[src/rtl/mmio_uart_fifo_ctrl.sv]
// ---------------------------------------------------------------------------
// mmio_uart_fifo_ctrl
// Memory-mapped UART block for the CPU. It sits beside dmem and provides RX
// and TX FIFOs between the pipeline and the UART, plus free-running cycle
// and retired-instruction counters.
//
// Optional feature: define MMIO_FIFO_LEVEL_EN to make offset 0x1C return the
// FIFO occupancy levels. When it is undefined, 0x1C reads 0 and no level
// logic is built.
//
// Ports:
//   clk, rst        clock (rising edge), asynchronous active-high reset
//   stall           pipeline stall; blocks CPU-side state changes
//   addr            stage-Y byte address; addr[31:28] selects the block,
//                   addr[7:0] selects the register
//   load_en         stage-Y load strobe
//   store_en        stage-Y store strobe
//   wdata           store byte
//   inst_retire     one instruction retires this cycle
//   rdata           registered load data for stage Z (one-cycle latency)
//   uart_tx_*       TX FIFO head toward the UART transmitter (valid/ready)
//   uart_rx_*       bytes from the UART receiver into the RX FIFO (valid/ready)
//
// Register map (offset = addr[7:0]):
//   0x00 R  bit0 = TX not full      0x04 R  bit0 = RX not empty
//   0x08 R  RX byte, pops RX FIFO   0x0C W  push wdata into TX FIFO
//   0x10 R  cycle count             0x14 R  instruction count
//   0x18 W  clear both counters     0x1C R  FIFO levels (optional)
// ---------------------------------------------------------------------------
module mmio_uart_fifo_ctrl #(
    parameter int unsigned RX_DEPTH  = 8,
    parameter int unsigned TX_DEPTH  = 8,
    parameter int unsigned CNT_WIDTH = 32,
    parameter logic [3:0]  BASE_NIB  = 4'h8
) (
    input  logic                 clk,
    input  logic                 rst,
    input  logic                 stall,
    input  logic [31:0]          addr,
    input  logic                 load_en,
    input  logic                 store_en,
    input  logic [7:0]           wdata,
    input  logic                 inst_retire,
    output logic [31:0]          rdata,
    output logic [7:0]           uart_tx_data,
    output logic                 uart_tx_valid,
    input  logic                 uart_tx_ready,
    input  logic [7:0]           uart_rx_data,
    input  logic                 uart_rx_valid,
    output logic                 uart_rx_ready
);

    localparam int unsigned RX_AW = $clog2(RX_DEPTH);
    localparam int unsigned RX_PW = RX_AW + 1;
    localparam int unsigned TX_AW = $clog2(TX_DEPTH);
    localparam int unsigned TX_PW = TX_AW + 1;

    localparam logic [7:0] OFF_TX_ST  = 8'h00;
    localparam logic [7:0] OFF_RX_ST  = 8'h04;
    localparam logic [7:0] OFF_RX_DAT = 8'h08;
    localparam logic [7:0] OFF_TX_DAT = 8'h0C;
    localparam logic [7:0] OFF_CYC    = 8'h10;
    localparam logic [7:0] OFF_INST   = 8'h14;
    localparam logic [7:0] OFF_CLR    = 8'h18;
    localparam logic [7:0] OFF_LVL    = 8'h1C;

    logic [7:0]           r_rx_mem [RX_DEPTH];
    logic [7:0]           r_tx_mem [TX_DEPTH];
    logic [RX_PW-1:0]     r_rx_wr, r_rx_rd;
    logic [TX_PW-1:0]     r_tx_wr, r_tx_rd;
    logic [CNT_WIDTH-1:0] r_cyc, r_inst;

    logic       w_hit, w_cpu_ok, w_ld, w_st;
    logic [7:0] w_off;
    logic       w_rx_empty, w_rx_full, w_tx_empty, w_tx_full;
    logic       w_rx_push, w_rx_pop, w_tx_push, w_tx_pop, w_clr;
    logic [7:0] w_rx_head;
    logic [31:0] w_rd_val;
    logic       w_unused_addr;

    // Address decode and CPU-side qualification
    assign w_hit         = (addr[31:28] == BASE_NIB);
    assign w_off         = addr[7:0];
    assign w_unused_addr = ^addr[27:8];
    assign w_cpu_ok      = w_hit & ~stall;
    assign w_ld          = load_en  & w_cpu_ok;
    assign w_st          = store_en & w_cpu_ok;

    // Full when index bits match and wrap bits differ; empty when equal
    assign w_rx_empty = (r_rx_wr == r_rx_rd);
    assign w_rx_full  = (r_rx_wr[RX_AW-1:0] == r_rx_rd[RX_AW-1:0]) &&
                        (r_rx_wr[RX_AW] != r_rx_rd[RX_AW]);
    assign w_tx_empty = (r_tx_wr == r_tx_rd);
    assign w_tx_full  = (r_tx_wr[TX_AW-1:0] == r_tx_rd[TX_AW-1:0]) &&
                        (r_tx_wr[TX_AW] != r_tx_rd[TX_AW]);

    assign uart_rx_ready = ~w_rx_full;
    assign uart_tx_valid = ~w_tx_empty;
    assign uart_tx_data  = r_tx_mem[r_tx_rd[TX_AW-1:0]];
    assign w_rx_head     = r_rx_mem[r_rx_rd[RX_AW-1:0]];

    // A pop frees the head slot on the same edge, so a push to a full TX
    // FIFO is accepted when the UART drains it in that cycle.
    assign w_rx_push = uart_rx_valid & ~w_rx_full;
    assign w_rx_pop  = w_ld & (w_off == OFF_RX_DAT) & ~w_rx_empty;
    assign w_tx_pop  = ~w_tx_empty & uart_tx_ready;
    assign w_tx_push = w_st & (w_off == OFF_TX_DAT) & (~w_tx_full | w_tx_pop);
    assign w_clr     = w_st & (w_off == OFF_CLR);

`ifdef MMIO_FIFO_LEVEL_EN
    // Pointer difference taken at pointer width so the wrap bit is honoured
    logic [RX_PW-1:0] w_rx_diff;
    logic [TX_PW-1:0] w_tx_diff;
    assign w_rx_diff = r_rx_wr - r_rx_rd;
    assign w_tx_diff = r_tx_wr - r_tx_rd;
`endif

    // Read mux for the addressed register
    always_comb begin
        w_rd_val = '0;
        case (w_off)
            OFF_TX_ST:  w_rd_val = {31'd0, ~w_tx_full};
            OFF_RX_ST:  w_rd_val = {31'd0, ~w_rx_empty};
            OFF_RX_DAT: if (!w_rx_empty) w_rd_val = {24'd0, w_rx_head};
            OFF_CYC:    w_rd_val = 32'(r_cyc);
            OFF_INST:   w_rd_val = 32'(r_inst);
`ifdef MMIO_FIFO_LEVEL_EN
            OFF_LVL:    w_rd_val = {8'd0, 8'(w_tx_diff), 8'd0, 8'(w_rx_diff)};
`else
            OFF_LVL:    w_rd_val = '0;
`endif
            default:    w_rd_val = '0;
        endcase
    end

    // FIFO storage (contents need no reset)
    always_ff @(posedge clk) begin
        if (w_rx_push) r_rx_mem[r_rx_wr[RX_AW-1:0]] <= uart_rx_data;
        if (w_tx_push) r_tx_mem[r_tx_wr[TX_AW-1:0]] <= wdata;
    end

    // FIFO pointers
    always_ff @(posedge clk or posedge rst) begin
        if (rst) begin
            r_rx_wr <= '0;
            r_rx_rd <= '0;
            r_tx_wr <= '0;
            r_tx_rd <= '0;
        end else begin
            if (w_rx_push) r_rx_wr <= r_rx_wr + RX_PW'(1);
            if (w_rx_pop)  r_rx_rd <= r_rx_rd + RX_PW'(1);
            if (w_tx_push) r_tx_wr <= r_tx_wr + TX_PW'(1);
            if (w_tx_pop)  r_tx_rd <= r_tx_rd + TX_PW'(1);
        end
    end

    // Counters; a clear takes priority over that cycle's increment
    always_ff @(posedge clk or posedge rst) begin
        if (rst) begin
            r_cyc  <= '0;
            r_inst <= '0;
        end else if (w_clr) begin
            r_cyc  <= '0;
            r_inst <= '0;
        end else begin
            r_cyc <= r_cyc + CNT_WIDTH'(1);
            if (inst_retire && !stall) r_inst <= r_inst + CNT_WIDTH'(1);
        end
    end

    // Registered load data, held between qualified loads
    always_ff @(posedge clk or posedge rst) begin
        if (rst)       rdata <= '0;
        else if (w_ld) rdata <= w_rd_val;
    end

endmodule
[config.mk]
export PLATFORM = sky130hd
export DESIGN_NAME = mmio_uart_fifo_ctrl
export DESIGN_NICKNAME = d
export VERILOG_FILES = /design/src/rtl/mmio_uart_fifo_ctrl.sv
export SDC_FILE = /design/constraint.sdc
export NUM_CORES = 1
export LEC_CHECK = 0
export ABC_AREA = 1
export BUFFER_PORTS_ARGS = -buffer_cell sky130_fd_sc_hd__buf_2
export CAP_MARGIN = 5
export CORE_UTILIZATION = 50
export CTS_CLUSTER_SIZE = 8
export DETAILED_ROUTE_END_ITERATION = 7
export GPL_TIMING_DRIVEN = 1
export PLACE_DENSITY = 0.78
export REMOVE_ABC_BUFFERS = 1
export SYNTH_ARGS = -nofsm -noshare
export SYNTH_HDL_FRONTEND = slang
export SYNTH_SLANG_ARGS = --single-unit
[constraint.sdc]
create_clock -name clk -period 9.3 [get_ports clk]
set_input_delay 1.395 -clock clk [delete_from_list [all_inputs] [get_ports clk]]
set_output_delay 1.395 -clock clk [all_outputs]
set_load 0.01 [all_outputs]
==> results.txt, run 1 <==
slowest CP cell - dfrtp_1
Antenna Nets Post-Route - 0
H-tree depth - 2
Final Hold Fails - 0
die area - 0.0240 mm2
number of port buffers - 77
Arr. time, crit path - 2610 ps
antenna diode count - 0
warnings from Yosys - 0
Slew Limit Headroom - 27.3%
Mapped Avg Cell Area - 8.96 um2
width of the chip - 155 um
# rows - 55
Worst-path clk slew - 50 ps
Total Negative Setup Slacks - 0 ps
post-DP HPWL - 18,900 um
final critical-path share of the clock period - 43.1%
register bit total from synthesis - 240
reg2reg setup slack - 6310 ps
Post-synth top cells - nand2_1, nor2_1, edfxtp_1
Cells after Synth - 1,303
grt ovf - 0
vias per cell - 5.60
root buf cell - clkbuf_16
DIE HEIGHT - 155 um
largest net degree at the start of global routing - 59
via count - 9,603
Routed WL - 28,800 um
Lkg Pwr - 0.00573 uW
Initial Util - 51.3%
Synth-to-Final Area Change - 13.6%
wire per inst - 16.8 um
Critical Path Sink Type - output port
max-cap violations - 0
post-synth top area share - 32.9%
Setup Buffers After CTS - 0
Cell Chain, Critical Path - inv_1 > o21ai_0 > o22ai_1 > nor2_1 > a31oi_1 > buf_2
CTS tree - yes
CP max stage delay - 650 ps
Pins Over Slew Limit - 0
number of synthesized flops with an enable pin - 128
GRT Util Overall - 24.7%
number of detailed-route iterations in the first pass - 5
outcome - finished clean
Final Non-Filler Cells - 1,715
clk sinks - 240
initial antenna violation count - 0
CTS max path bufs - 3
dpl cells - 1,660
HP Class - reg2reg
Ports - 98
PD cells - 222 mW/mm2
Peak VDD IR - 0.000124 V
vias in the first global route - 8,975
Final nets - 1,446
DRT iter0 DRCs - 1,071
crit path launch type - flop
Placer Congestion - 0.902
highest clock rate - 0.250 GHz
worst skew pair latency - 510 ps
Seq/Total Area, Yosys - 56.9%
ys async rst share - 46.7%
WS Path Type - reg2out
DRC - 0
Final Skew - 15.7 ps
first-pass GRT wire length - 46,200 um
total CTS buffers - 35
largest area contributor in the netlist - edfxtp_1
fin crit period - 4010 ps
Post-CTS Hold Buffers - 0
# setup viols final - 0
top-count cell post-synth - nand2_1
area of the core - 0.0228 mm2
critical path peak fanout - 20
prevailing post-synth register cell - edfxtp_1
Netlist cell types - 39
synth top area cells - edfxtp_1, dfrtp_1, nand2_1, nor2_1, o21ai_0
critical path required time - 7910 ps
post-CTS sizing - 0
RSZ-0062 raised after global routing - no
Mapped Area - 0.0117 mm2
layout cells sized above 1 - 13.2%
worst slew pin tran - 1090 ps
## flip-flops by register name, indices dropped and copies added, names as in the netlist
signal and flops:
r_cyc 32, rdata 32, r_rx_wr 4, r_rx_rd 4, r_inst 32, r_tx_rd 4
r_rx_mem 64, r_tx_mem 64, r_tx_wr 4
## power breakdown
group	leakage, uW	internal (uW)	total [uW]	switching (uW)
combinational	0.00274	167	500	333
sequential	0.00252	1220	1310	89.9
clock	0.000466	693	1140	443
## area by class of cell
| cell class | count | area, um2 |
|---|---|---|
| multi-input cells | 899 | 4350 |
| repair buffers | 84 | 438 |
| well taps | 313 | 392 |
| fillers | 1869 | 9510 |
| clock buffers | 53 | 943 |
| inverters | 124 | 468 |
| flip-flops and latches | 240 | 6650 |
| clock inverters | 2 | 32.5 |
## worst paths after layout
check | cells after the start | startpoint | endpoint
setup / recovery | 6 | r_tx_rd[1]$_DFFE_PP0P_ | uart_tx_data[4]
hold / removal | 2 | rdata[19]$_DFFE_PP0P_ | rdata[19]$_DFFE_PP0P_
setup reg to reg | 9 | r_rx_rd[1]$_DFFE_PP0P_ | r_rx_mem[0][0]$_DFFE_PP_
hold reg to reg | 2 | rdata[19]$_DFFE_PP0P_ | rdata[19]$_DFFE_PP0P_
max in group asynchronous | 3 | rst | r_inst[1]$_DFFE_PP0P_
min in group asynchronous | 2 | rst | r_rx_wr[1]$_DFFE_PP0P_
## through the flow
step,setup WS [ps],area [um2],hold slack [ps],util (%),power [uW]
floorplan,4950,11500,454,-,1630
global placement,5710,12300,463,54.0,1800
detailed placement,5670,12300,461,54.0,1820
CTS,5300,13300,475,58.2,2950
global route,5160,13300,503,58.2,3080
finish,5290,13300,472,58.2,2950
## cell families after synthesis
group,count (synthesis),share of synthesized area (%)
buffers and inverters,164,5.89
adders and majority gates,6,0.643
DFF,240,56.9
AOI/OAI and AO/OA,176,8.43
and+or+nand+nor,695,26.4
xor gates and xnor gates,22,1.65
## cell usage in the layout (no fill, tap or decap), types with 18 or more instances in the layout
| cell | Yosys | final |
|---|---|---|
| dfrtp_1 | 112 | 112 |
| xor2_1 | 18 | 18 |
| buf_2 | 22 | 77 |
| nor3_1 | 42 | 41 |
| o21ai_0 | 88 | 88 |
| clkbuf_1 | 7 | 18 |
| nor2_1 | 224 | 224 |
| nand3_1 | 75 | 75 |
| a21oi_1 | 25 | 25 |
| nand4_1 | 25 | 25 |
| o22ai_1 | 31 | 31 |
| inv_1 | 111 | 110 |
| clkbuf_16 | 0 | 35 |
| edfxtp_1 | 128 | 128 |
| nand2_1 | 277 | 277 |
## routing by layer
metal  global-route usage, %  share of wire [%]
met5                       0                  0
met4                    6.65                1.9
met3                    4.54                8.9
met2                    38.9                 46
met1                    35.4                 43
## critical path, delay by kind of cell, from the launching register on
| kind | cells | cell delay, ps |
|---|---|---|
| buffers and inverters | 2 | 780 |
| flip-flops | 1 | 650 |
| AO/OA/AOI/OAI | 3 | 610 |
| AND/OR/NAND/NOR | 1 | 60 |
No activity file was read; power rests on OpenSTA's default activity.
==> run 2, diff against run 1 <==
--- a/config.mk
+++ b/config.mk
@@ -5,14 +5,14 @@
 export SDC_FILE = /design/constraint.sdc
 export NUM_CORES = 1
 export LEC_CHECK = 0
-export ABC_AREA = 1
+export ABC_AREA = 0
 export BUFFER_PORTS_ARGS = -buffer_cell sky130_fd_sc_hd__buf_2
 export CAP_MARGIN = 5
 export CORE_UTILIZATION = 50
 export CTS_CLUSTER_SIZE = 8
 export DETAILED_ROUTE_END_ITERATION = 7
 export GPL_TIMING_DRIVEN = 1
-export PLACE_DENSITY = 0.78
+export PLACE_DENSITY = 0.81
 export REMOVE_ABC_BUFFERS = 1
 export SYNTH_ARGS = -nofsm -noshare
 export SYNTH_HDL_FRONTEND = slang
==> constraint.sdc (replaced) <==
create_clock -name clk -period 3.57 [get_ports clk]
set_input_delay 0.5355 -clock clk [delete_from_list [all_inputs] [get_ports clk]]
set_output_delay 0.5355 -clock clk [all_outputs]
set_load 0.01 [all_outputs]
==> run 2 against run 1 <==
Compared with the run above:
- power grew to 2.5 times the previous value
- design area is 7.4% lower
- setup slack worse by 4700 ps
- largest cell class unchanged
- global-route usage is 3.7 points lower
- highest routed layer unchanged
==> results.txt, run 2 <==
Cells after Synth - 751
Worst-path clk slew - 50 ps
post-DP HPWL - 13,800 um
commonest cells after routing, fill and taps aside - edfxtp_1, dfrtp_1, buf_2, nor2_1, nand2_1
crit-path leading delay family - multiplexers
largest net degree at the start of global routing - 65
# setup viols final - 0
total CTS buffers - 35
vias per cell - 5.62
PD cells - 600 mW/mm2
HP Class - in2async
crit path launch type - flop
RSZ-0062 raised after global routing - no
grt ovf - 0
ys async rst share - 46.7%
Arr. time, crit path - 2400 ps
via count - 6,432
DRC - 0
Final Non-Filler Cells - 1,144
Setup Buffers After CTS - 0
warnings from Yosys - 0
critical path peak fanout - 13
H-tree depth - 2
DIE HEIGHT - 147 um
Ports - 98
Routed WL - 21,600 um
number of synthesized flops with an enable pin - 128
worst skew pair latency - 500 ps
Mapped Avg Cell Area - 14.0 um2
prevailing post-synth register cell - edfxtp_1
largest area contributor in the netlist - edfxtp_1
Cell Chain, Critical Path - buf_4 > mux4_2 > mux2_2 > buf_2
max-cap violations - 0
critical path required time - 3030 ps
highest clock rate - 0.341 GHz
post-CTS sizing - 0
dpl cells - 1,088
top-count cell post-synth - edfxtp_1
layout cells sized above 1 - 23.9%
commonest non-fill, non-tap cell in the layout - edfxtp_1
initial antenna violation count - 0
DRT iter0 DRCs - 398
Placement Setup Slack - 1100 ps
Initial Util - 51.6%
register bit total from synthesis - 240
Critical Path Sink Type - output port
vias in the first global route - 6,570
width of the chip - 147 um
Post-CTS Hold Buffers - 0
number of port buffers - 77
Mapped Area - 0.0105 mm2
first-pass GRT wire length - 35,200 um
worst path bufs/invs - 2
area of the core - 0.0204 mm2
wire per inst - 18.9 um
outcome - finished clean
antenna diode count - 0
Post-synth top cells - edfxtp_1, dfrtp_1, nor2_1
fin crit period - 2930 ps
root buf cell - clkbuf_16
CP max stage delay - 570 ps
Pins Over Slew Limit - 0
area post-placement - 0.0113 mm2
Peak VDD IR - 0.000415 V
Final nets - 917
Design Area, Final - 0.0123 mm2
clk sinks - 240
Synth-to-Final Area Change - 16.4%
Total Negative Setup Slacks - 0 ps
Antenna Nets Post-Route - 0
final critical-path share of the clock period - 82.2%
min setup slack post-route - 637 ps
synth top area cells - edfxtp_1, dfrtp_1, mux4_2, xor2_1, mux2i_1
die area - 0.0217 mm2
CTS max path bufs - 3
# rows - 52
Placer Congestion - 0.809
Seq/Total Area, Yosys - 63.0%
Netlist cell types - 58
Final Skew - 23.9 ps
CTS tree - yes
GRT Util Overall - 21.0%
Final Hold Fails - 0
WS Path Type - reg2out
number of detailed-route iterations in the first pass - 4
worst slew pin tran - 869 ps
slowest CP cell - dfrtp_1
Lkg Pwr - 0.00495 uW
Slew Limit Headroom - 42.0%
post-synth top area share - 36.4%
[run 2: layout make-up]
| type | instances | area (um2) |
|---|---|---|
| fill | 1536 | 8150 |
| sequential | 240 | 6650 |
| multi-input combinational | 471 | 3700 |
| clock buffer | 54 | 968 |
| timing repair buffer | 101 | 578 |
| tap | 270 | 338 |
| clock inverter | 2 | 25.0 |
| inverter | 6 | 25.0 |
[run 2: final timing paths]
check | start | endpoint | slack, ps | cells after the start
worst min register to register | rdata[15]$_DFFE_PP0P_ | rdata[15]$_DFFE_PP0P_ | 470 | 2
worst max-delay path | r_tx_rd[0]$_DFFE_PP0P_ | uart_tx_data[6] | 640 | 4
max in group asynchronous | rst | rdata[27]$_DFFE_PP0P_ | 2660 | 3
min in group clk | wdata[1] | r_tx_mem[0][1]$_DFFE_PP_ | 300 | 1
worst min-delay path | rst | rdata[10]$_DFFE_PP0P_ | 150 | 2
worst max register to register | r_rx_rd[1]$_DFFE_PP0P_ | r_rx_mem[0][4]$_DFFE_PP_ | 1130 | 6
[run 2: logic make-up after synthesis]
kind of cell | after synthesis | share of synthesized area (%)
AO/OA/AOI/OAI | 50 | 2.76
XOR/XNOR | 76 | 6.31
adder cells (fa/ha/maj) | 6 | 0.712
buffers and inverters | 40 | 1.92
flip-flops | 240 | 63.0
multiplexers | 85 | 12.1
AND/OR/NAND/NOR | 254 | 13.2
[run 2: layer usage]
| metal | global-route usage [%] | part of all wire, % | vias up | wire length (um) |
|---|---|---|---|---|
| li1 | - | - | 2969 | - |
| met1 | 27.2 | 43 | 3265 | 9290 |
| met2 | 35.9 | 51 | 159 | 11000 |
| met4 | 6.65 | 2.0 | 0 | 429 |
| met3 | 3.85 | 4.3 | 39 | 923 |
| met5 | 0 | 0 | - | 0 |
[run 2: per-stage QoR]
stage                     util [%]  hold WS, ps  power, uW
after detailed placement      55.2          470       4440
after global placement        55.2          462       4390
after floorplan                  -          461       4070
after CTS                     60.1          171       7440
final                         60.1          154       7370
after global routing          60.1          213       7680
[run 2: report_power, final]
part | internal [uW] | leakage [uW] | switching, uW
clock network | 1850 | 0.000476 | 1130
registers | 3150 | 0.00267 | 254
logic | 519 | 0.00180 | 464
==> run 3, diff against run 2 <==
--- a/config.mk
+++ b/config.mk
@@ -5,14 +5,14 @@
 export SDC_FILE = /design/constraint.sdc
 export NUM_CORES = 1
 export LEC_CHECK = 0
-export ABC_AREA = 0
+export ABC_AREA = 1
 export BUFFER_PORTS_ARGS = -buffer_cell sky130_fd_sc_hd__buf_2
 export CAP_MARGIN = 5
 export CORE_UTILIZATION = 50
 export CTS_CLUSTER_SIZE = 8
 export DETAILED_ROUTE_END_ITERATION = 7
 export GPL_TIMING_DRIVEN = 1
-export PLACE_DENSITY = 0.81
+export PLACE_DENSITY = 0.8
 export REMOVE_ABC_BUFFERS = 1
 export SYNTH_ARGS = -nofsm -noshare
 export SYNTH_HDL_FRONTEND = slang
==> constraint.sdc (replaced) <==
create_clock -name clk -period 2.4 [get_ports clk]
set_input_delay 0.36 -clock clk [delete_from_list [all_inputs] [get_ports clk]]
set_output_delay 0.36 -clock clk [all_outputs]
set_load 0.01 [all_outputs]
==> run 3 against run 2 <==
Compared with the run above:
- sequential share of layout area fell by 4.9 points
- clock power rose by 48%
- power rose by 57%
- sequential power rose by 48%
- sequential cell count did not move
- register-to-register slack got worse by 670 ps
- critical path type unchanged
- critical endpoint is now uart_tx_data[0]
- highest routed layer unchanged
==> results.txt, run 3 (same netlist as run 1, synthesis figures left out) <==
outcome - finished clean
first-pass GRT wire length - 46,800 um
CTS max path bufs - 3
CTS tree - yes
final critical-path share of the clock period - 98.1%
die area - 0.0240 mm2
RSZ-0062 raised after global routing - yes
total CTS buffers - 35
Setup Buffers After CTS - 0
Initial Util - 51.3%
Hold Crit Start - uart_rx_data[5]
post-DP HPWL - 19,700 um
highest clock rate - 0.425 GHz
clk sinks - 240
wire per inst - 16.8 um
root buf cell - clkbuf_16
crit path launch type - flop
DRC - 0
Fillers - 1,868
multi-input combinational cell area - 0.00434 mm2
CP max stage delay - 420 ps
slowest CP cell - dfrtp_1
DRT iter0 DRCs - 1,108
critical path peak fanout - 20
area of the core - 0.0228 mm2
vias in the first global route - 9,186
number of detailed-route iterations in the first pass - 5
Routed WL - 29,200 um
Placer Congestion - 0.929
Reg area - 0.00665 mm2
Ports - 98
WS Path Type - reg2out
# setup viols final - 0
Worst-path clk slew - 50 ps
PD cells - 856 mW/mm2
Final Hold Fails - 0
Synth-to-Final Area Change - 15.7%
via count - 9,640
PnR Total Power - 11,600 uW
critical path required time - 2040 ps
H-tree depth - 2
hold path depth - 1
Final Non-Filler Cells - 1,743
width of the chip - 155 um
worst reg2reg path depth - 10
Critical Path Sink Type - output port
Antenna Nets Post-Route - 0
HP Class - in2reg
Lkg Pwr - 0.00588 uW
worst slew pin tran - 698 ps
initial antenna violation count - 0
fin crit period - 2350 ps
vias per cell - 5.53
DIE HEIGHT - 155 um
reg2reg setup slack - 460 ps
grt ovf - 0
Final Skew - 12.3 ps
GRT Util Overall - 25.0%
commonest cells after routing, fill and taps aside - nand2_1, nor2_1, edfxtp_1, dfrtp_1, inv_1
Worst Hold Path EP - r_rx_mem[4][5]$_DFFE_PP_
Arr. time, crit path - 1990 ps
dpl cells - 1,688
commonest non-fill, non-tap cell in the layout - nand2_1
layout cells sized above 1 - 14.9%
origin of the critical flop-to-flop path - r_rx_wr[1]$_DFFE_PP0P_
max-cap violations - 0
Slew Limit Headroom - 53.0%
capturing point of the worst reg2reg path - r_rx_mem[6][2]$_DFFE_PP_
Peak VDD IR - 0.000490 V
antenna diode count - 0
Cell Chain, Critical Path - inv_4 > buf_4 > o21ai_0 > o22ai_1 > nor2_1 > a31oi_1 > buf_2
Util after Layout - 59.3%
Fin Hold WS - 124 ps
number of port buffers - 77
largest net degree at the start of global routing - 70
Final nets - 1,475
worst skew pair latency - 510 ps
# rows - 55
Pins Over Slew Limit - 0
-- run 3: changes by cell type in the layout (fill, tap and decap cells not counted), sizes merged, moves of 14 or more --
cell and change:
xor2 -34, nor2 +166, xnor2 -20, inv +116, mux2i -39, mux2 -14, o22ai +31, mux4 -32
a21oi +21, nor3 +31, o21ai +57, nand2 +225, nand3 +60
-- run 3: area by class of cell --
type / instances / area share, %
tap: 313 / 2.90
clock buffer: 52 / 6.96
timing repair buffer: 113 / 5.06
clock inverter: 2 / 0.213
sequential: 240 / 49.2
inverter: 124 / 3.51
multi-input combinational: 899 / 32.1
-- run 3: worst max path at each step --
stage | startpoint | endpoint | slack (ps) | cells after the start
after floorplan | rst | r_cyc[0]$_DFF_PP0_ | -920 | 1
after global placement | addr[29] | r_rx_rd[2]$_DFFE_PP0P_ | 380 | 9
after detailed placement | addr[29] | r_rx_rd[2]$_DFFE_PP0P_ | 380 | 9
after CTS | r_tx_rd[0]$_DFFE_PP0P_ | uart_tx_data[0] | 60 | 7
after global routing | r_tx_rd[0]$_DFFE_PP0P_ | uart_tx_data[0] | -30 | 7
final | r_tx_rd[0]$_DFFE_PP0P_ | uart_tx_data[0] | 50 | 7
-- run 3: through the flow --
step	TNS (ps)	setup slack, ps	instance area [um2]
finish	0	46.6	13500
global route	-57.4	-31.3	13500
CTS	0	61.8	13500
detailed placement	0	378	12500
global placement	0	378	12500
floorplan	-113160	-919	11500
-- run 3: where the power goes --
part	internal [uW]	total [uW]	switching [uW]	leakage, uW
Sequential	4720	5040	316	0.00252
Clock	2690	4410	1720	0.000466
Combinational	735	2120	1380	0.00289
-- run 3: critical path, delay by kind of cell (launching register included) --
family	cells	cell delay [ps]
AND/OR/NAND/NOR	1	60
flip-flops	1	420
buffers and inverters	3	590
AO/OA/AOI/OAI	3	410
-- run 3: per-layer routing --
metal	GRT usage [%]	share of wire, %
met1	34.5	43
met2	39.8	46
met3	4.93	8.7
met4	8.02	2.4
met5	0	0
-- run 3: repair_timing --
item,in CTS,in global routing
setup endpoints to repair,7,2
hold buffers,1,0
hold endpoints to repair,14,0
gates cloned,0,0
gates resized for setup,2,0
